$ cat config.mk
export PLATFORM = sky130hd
export DESIGN_NAME = operand_fetch
export DESIGN_NICKNAME = d
export VERILOG_FILES = /design/src/rtl/operand_fetch_pkg.sv /design/src/rtl/operand_scoreboard.sv /design/src/rtl/operand_fetch.sv
export SDC_FILE = /design/constraint.sdc
export NUM_CORES = 1
export LEC_CHECK = 0
export CORE_MARGIN = 2
export CORE_UTILIZATION = 51
export DETAILED_ROUTE_END_ITERATION = 10
export PLACE_DENSITY = 0.87
export SYNTH_ARGS = -nofsm -noshare
export SYNTH_HDL_FRONTEND = slang
export SYNTH_SLANG_ARGS = --single-unit
$ cat constraint.sdc
create_clock -name clk -period 6.9 [get_ports clk]
set_clock_uncertainty 0.15 [all_clocks]
set_input_delay 1.38 -clock clk [delete_from_list [all_inputs] [get_ports clk]]
set_output_delay 1.38 -clock clk [all_outputs]
set_load 0.05 [all_outputs]
$ cat src/rtl/operand_fetch_pkg.sv
// Shared types and default widths for the operand fetch stage.
package operand_fetch_pkg;

  localparam int DATA_W_DEF = 32;
  localparam int ADDR_W_DEF = 5;

  typedef enum logic [1:0] {
    S_IDLE  = 2'd0,
    S_CHECK = 2'd1,
    S_READ  = 2'd2,
    S_OUT   = 2'd3
  } state_e;

endpackage

$ cat src/rtl/operand_scoreboard.sv
// Pending-write scoreboard: one busy bit per register, set beats clear on the same edge.
// Hazard query treats a same-cycle writeback to the source as already resolved.
module operand_scoreboard #(
  parameter int ADDR_W = 5
) (
  input  logic                     clk,
  input  logic                     reset,
  input  logic                     i_set_vld,
  input  logic [ADDR_W-1:0]        i_set_addr,
  input  logic                     i_clr_vld,
  input  logic [ADDR_W-1:0]        i_clr_addr,
  input  logic [ADDR_W-1:0]        i_q_addr1,
  input  logic [ADDR_W-1:0]        i_q_addr2,
  output logic [(1<<ADDR_W)-1:0]   o_busy_vec,
  output logic                     o_q_clear1,
  output logic                     o_q_clear2
);

  localparam int NREG = 1 << ADDR_W;

  logic [NREG-1:0] r_busy;
  logic [NREG-1:0] w_set_mask;
  logic [NREG-1:0] w_clr_mask;

  assign w_set_mask = i_set_vld ? (NREG'(1) << i_set_addr) : '0;
  assign w_clr_mask = i_clr_vld ? (NREG'(1) << i_clr_addr) : '0;

  always_ff @(posedge clk) begin
    if (reset) begin
      r_busy <= '0;
    end else begin
      r_busy <= (r_busy & ~w_clr_mask) | w_set_mask;
    end
  end

  assign o_busy_vec = r_busy;
  assign o_q_clear1 = ~r_busy[i_q_addr1] | (i_clr_vld && (i_clr_addr == i_q_addr1));
  assign o_q_clear2 = ~r_busy[i_q_addr2] | (i_clr_vld && (i_clr_addr == i_q_addr2));

endmodule

$ cat src/rtl/operand_fetch.sv
// Operand fetch: waits out RAW hazards, reads the registered-read register file, bypasses writebacks.
// Unstalled: accept at edge N, operands presented from edge N+2, visible to the consumer at edge N+3.
module operand_fetch
  import operand_fetch_pkg::*;
#(
  parameter int DATA_W = DATA_W_DEF,
  parameter int ADDR_W = ADDR_W_DEF
) (
  input  logic                     clk,
  input  logic                     reset,
  input  logic                     req_valid,
  output logic                     req_ready,
  input  logic [ADDR_W-1:0]        req_rs1,
  input  logic [ADDR_W-1:0]        req_rs2,
  input  logic [ADDR_W-1:0]        req_rd,
  input  logic                     req_rd_wr,
  output logic                     op_valid,
  input  logic                     op_ready,
  output logic [DATA_W-1:0]        op_a,
  output logic [DATA_W-1:0]        op_b,
  input  logic                     wb_valid,
  input  logic [ADDR_W-1:0]        wb_addr,
  input  logic [DATA_W-1:0]        wb_data,
  output logic                     rf_read_enable,
  output logic [ADDR_W-1:0]        rf_addr1,
  output logic [ADDR_W-1:0]        rf_addr2,
  input  logic [DATA_W-1:0]        rf_out1,
  input  logic [DATA_W-1:0]        rf_out2,
  output logic                     rf_write_enable,
  output logic [ADDR_W-1:0]        rf_in_addr,
  output logic [DATA_W-1:0]        rf_in_data,
  output logic [(1<<ADDR_W)-1:0]   busy_vec
);

  state_e r_state;
  state_e w_state_nxt;

  logic [ADDR_W-1:0] r_rs1, r_rs2, r_rd;
  logic              r_rd_wr;
  logic              r_byp1_vld, r_byp2_vld;
  logic [DATA_W-1:0] r_byp_dat;
  logic [DATA_W-1:0] r_op_a, r_op_b;

  logic w_accept, w_clear1, w_clear2, w_go, w_wb_hit1, w_wb_hit2, w_sb_set;

  assign w_accept  = req_valid & req_ready;
  assign w_wb_hit1 = wb_valid && (wb_addr == r_rs1);
  assign w_wb_hit2 = wb_valid && (wb_addr == r_rs2);
  assign w_go      = (r_state == S_CHECK) & w_clear1 & w_clear2;
  assign w_sb_set  = (r_state == S_READ) & r_rd_wr;

  operand_scoreboard #(.ADDR_W(ADDR_W)) u_scoreboard (
    .clk        (clk),
    .reset      (reset),
    .i_set_vld  (w_sb_set),
    .i_set_addr (r_rd),
    .i_clr_vld  (wb_valid),
    .i_clr_addr (wb_addr),
    .i_q_addr1  (r_rs1),
    .i_q_addr2  (r_rs2),
    .o_busy_vec (busy_vec),
    .o_q_clear1 (w_clear1),
    .o_q_clear2 (w_clear2)
  );

  always_ff @(posedge clk) begin
    if (reset) r_state <= S_IDLE;
    else       r_state <= w_state_nxt;
  end

  always_comb begin
    w_state_nxt = r_state;
    case (r_state)
      S_IDLE:  if (w_accept) w_state_nxt = S_CHECK;
      S_CHECK: if (w_go)     w_state_nxt = S_READ;
      S_READ:                w_state_nxt = S_OUT;
      S_OUT:   if (op_ready) w_state_nxt = S_IDLE;
      default:               w_state_nxt = S_IDLE;
    endcase
  end

  always_comb begin
    req_ready      = 1'b0;
    rf_read_enable = 1'b0;
    op_valid       = 1'b0;
    if (!reset) begin
      case (r_state)
        S_IDLE:  req_ready      = 1'b1;
        S_CHECK: rf_read_enable = w_go;
        S_OUT:   op_valid       = 1'b1;
        default: ;
      endcase
    end
  end

  // A writeback in the read-issue cycle lands in the RF too late for the read; remember it.
  always_ff @(posedge clk) begin
    if (reset) begin
      r_rs1      <= '0;
      r_rs2      <= '0;
      r_rd       <= '0;
      r_rd_wr    <= 1'b0;
      r_byp1_vld <= 1'b0;
      r_byp2_vld <= 1'b0;
      r_byp_dat  <= '0;
      r_op_a     <= '0;
      r_op_b     <= '0;
    end else begin
      if (w_accept) begin
        r_rs1   <= req_rs1;
        r_rs2   <= req_rs2;
        r_rd    <= req_rd;
        r_rd_wr <= req_rd_wr;
      end
      if (w_go) begin
        r_byp1_vld <= w_wb_hit1;
        r_byp2_vld <= w_wb_hit2;
        r_byp_dat  <= wb_data;
      end
      if (r_state == S_READ) begin
        r_op_a <= w_wb_hit1 ? wb_data : (r_byp1_vld ? r_byp_dat : rf_out1);
        r_op_b <= w_wb_hit2 ? wb_data : (r_byp2_vld ? r_byp_dat : rf_out2);
      end
    end
  end

  assign op_a            = r_op_a;
  assign op_b            = r_op_b;
  assign rf_addr1        = r_rs1;
  assign rf_addr2        = r_rs2;
  assign rf_write_enable = wb_valid & ~reset;
  assign rf_in_addr      = wb_addr;
  assign rf_in_data      = wb_data;

endmodule

==> Flow_metrics.wiki <==
{| class="wikitable"
! Metric !! Value
|-
| Net count of the mapped netlist || roughly 1,100
|-
| Summed instance area of the synthesized netlist || 8320 µm²
|-
| Largest fanout on the critical path || 35
|-
| Setup total negative slack || 0 ns
|-
| Sequential fraction of the synthesis area || roughly 36%
|-
| Net count reported at finish || 1,276
|-
| Skew-Pair Late Insertion Delay || 0.42 ns
|-
| Worst slew margin || 22.0%
|-
| Max Root-Sink Buffers || 2
|-
| Number of enable-type register cells in the synthesized netlist || 0
|-
| DRC Markers || 0
|-
| P_leak || around 3.7 nW
|-
| Layout cells sized above 1 || 8.95%
|-
| Yosys cell types || 57
|-
| Iteration-0 DRC count of the detailed router || around 800
|-
| Area after detailed placement || 10,700 µm²
|-
| Router iterations before antenna repair || 5
|-
| Horizontal die dimension || 132 µm
|-
| Global-route wire length before repair || slightly above 40,000 µm
|-
| Worst Path Required || 5.37 ns
|-
| Synth cell count leaders || 148 x sky130_fd_sc_hd__dfxtp_1, 118 x sky130_fd_sc_hd__nand2_1, 103 x sky130_fd_sc_hd__a21oi_1
|-
| Overflow after GRT || 0
|-
| Largest area contributor in the netlist || sky130_fd_sc_hd__dfxtp_1
|-
| # port buffers || 268
|-
| Total of endpoints with negative setup slack in the final report || 0
|-
| Main synth FF type || sky130_fd_sc_hd__dfxtp_1
|-
| H-Tree Depth || 4
|-
| Syn_area_per_cell || roughly 8.6 µm²
|-
| Post-CTS Repair Setup Buffers || 0
|-
| Antenna Violating Nets Remaining || 0
|-
| Element type at the critical path end || output port
|-
| Largest net degree at the start of global routing || 130
|-
| Vias || 8,221
|-
| Mean number of vias per cell || 5.97
|-
| End-of-flow core utilization || 70.6%
|-
| CTS tree || built
|-
| Startpoint type of the worst setup path || input port
|-
| Total power of the final layout || 3.16 mW
|-
| Total power divided by cell area || 281 nW/µm²
|-
| Final Cell Area || around 11,000 µm²
|-
| Starting density of the core || a little over half
|-
| Worst slack after detailed placement || 1.07 ns
|-
| Fraction of registers with async set or reset after synthesis || 0%
|-
| Cell at the root of the clock tree || sky130_fd_sc_hd__clkbuf_16
|-
| Total I/O pin count || 269
|-
| Number of buffers added by the clock tree synthesis step || 17
|-
| DIE HEIGHT || approximately 130 µm
|-
| Filler Cell Count || 1,246
|-
| DR top layer || met4
|-
| CTS resizes || 0
|-
| Max Cap Violations || 0
|-
| Routed WL per cell || roughly 19 µm
|-
| Wire length on met2 || 12,400 µm
|-
| Run status || complete, no violations
|-
| Period utilization || 85.3%
|-
| Met3 wire length || 2340 µm
|-
| Dominant cells by area after synthesis || sky130_fd_sc_hd__dfxtp_1 36%, sky130_fd_sc_hd__mux2i_1 8.9%, sky130_fd_sc_hd__nand2b_1 6.6%
|-
| Unrepaired setup endpoints after global routing || false
|-
| Final std cells w/o fill || 1,378
|-
| Cells after Synth || 971
|-
| Placer Congestion || 0.915
|-
| WL met1 || roughly 11,000 µm
|-
| Critical path data arrival time || ~4.4 ns
|-
| CORE AREA || 15,900 µm²
|-
| Via count of the first global-routing pass || 7,654
|-
| Final Hold Vio Count || 0
|-
| Die ar. || 17,400 µm²
|-
| Hold buffers post-CTS || 0
|-
| Cell with the most instances after synthesis || sky130_fd_sc_hd__dfxtp_1
|-
| Hold WC Path Type || flip-flop to flip-flop
|-
| Worst Slack Setup Final || 1.01 ns
|-
| Placed insts || approximately 1,300
|-
| GRT Resource Usage Total || 29.6%
|-
| Number of clock sinks || 148
|-
| Initial antenna violation count || 0
|-
| Worst-case hold slack || 0.319 ns
|-
| Highest ir drop seen on vdd || 0.231 mV
|-
| Layout-stage area growth over the synthesis result || 35.3%
|-
| CTS clock-pin slew for the worst setup and hold paths || 0.05 ns
|-
| Diodes inserted || 0
|-
| Final-report max-slew violation count || 0
|-
| Placed wire-length estimate after detailed placement || 18,200 µm
|-
| Std-Cell Rows || 46
|-
| Min cycle time layout || 5.89 ns
|-
| Highest clock frequency the design can meet || 170 MHz
|-
| Yosys top cell area share || 35.6%
|-
| Tightest Pin Transition || 1.17 ns
|-
| Synthesis-stage register bit count || approximately 150
|-
| Number of warnings issued by yosys || 0
|-
| Wire length reported by the detailed router || 26,400 µm
|-
| Worst Setup Path Type || input port to output port
|}
metal layers:
layer,vias to the layer above,track usage [%]
met5,-,0
met1,3887,37.4
met3,79,6.73
met2,471,48.2
met4,0,13.9
li1,3784,-
power breakdown:
part | total, mW | internal, mW | leakage [nW] | switching [mW]
combinational | 1.13 | 0.426 | 2.22 | 0.708
sequential | 1.09 | 0.968 | 1.20 | 0.123
clock | 0.936 | 0.562 | 0.286 | 0.374
critical path, stage by stage:
cell	delay, ns
sky130_fd_sc_hd__clkdlybuf4s50_1	0.46
sky130_fd_sc_hd__buf_4	0.20
sky130_fd_sc_hd__xor2_1	0.09
sky130_fd_sc_hd__nor4_1	0.43
sky130_fd_sc_hd__and3_1	0.34
sky130_fd_sc_hd__nor4_4	0.07
sky130_fd_sc_hd__buf_4	0.28
sky130_fd_sc_hd__nor3_1	0.22
sky130_fd_sc_hd__clkdlybuf4s50_1	0.87
layout by cell type (no fill, tap or decap), drive strengths merged, types with 4 or more instances in the layout:
master,Yosys,layout
nand3,48,48
clkinv,0,4
ha,5,5
buf,56,15
xor2,8,8
dfxtp,148,148
mux2,4,4
mux4,12,12
nor4,5,5
clkdlybuf4s50,0,267
nor2,8,8
o41ai,4,4
o211ai,64,64
nand2b,88,88
o21ai,74,74
mux2i,74,74
o31ai,7,7
nand2,118,118
nor2b,17,17
inv,4,6
clkbuf,66,21
a21oi,132,132
path summary, 6_finish.rpt:
| path | startpoint | endpoint | slack (ns) | depth (start not counted) |
|---|---|---|---|---|
| min reg2reg | op_a[28] | op_a[28] | 0.32 | 2 |
| min | op_a[28] | op_a[28] | 0.32 | 2 |
| max reg2reg | rf_addr1[0] | r_byp_dat[19] | 3.83 | 7 |
| max | wb_addr[3] | rf_read_enable | 1.01 | 9 |
cell type report:
cell class	instances	area (µm²)	share of cell area, %
timing repair buffer	282	2790	24.7
sequential	148	2970	26.3
clock buffer	21	470	4.18
clock inverter	11	124	1.10
inverter	4	15.0	0.133
tap	216	270	2.40
multi-input combinational	696	4630	41.1
sequential cells by signal, indices dropped and copies added, names as in the netlist:
register and count:
r_byp1_vld 1, op_a 32, r_byp2_vld 1, u_scoreboard.o_busy_vec 32, r_state 2, r_rd 5, op_b 32, rf_addr1 5
r_byp_dat 32, r_rd_wr 1, rf_addr2 5
cells by family after synthesis:
| group | after synthesis | synth area share (%) |
|---|---|---|
| xor+xnor | 10 | 1.05 |
| flops | 148 | 35.6 |
| mux | 90 | 12.9 |
| simple gates | 301 | 18.5 |
| buf+inv | 127 | 9.17 |
| fa+ha+maj | 5 | 0.752 |
| compound gates | 290 | 22.0 |
(Power assumes the default switching activity.)
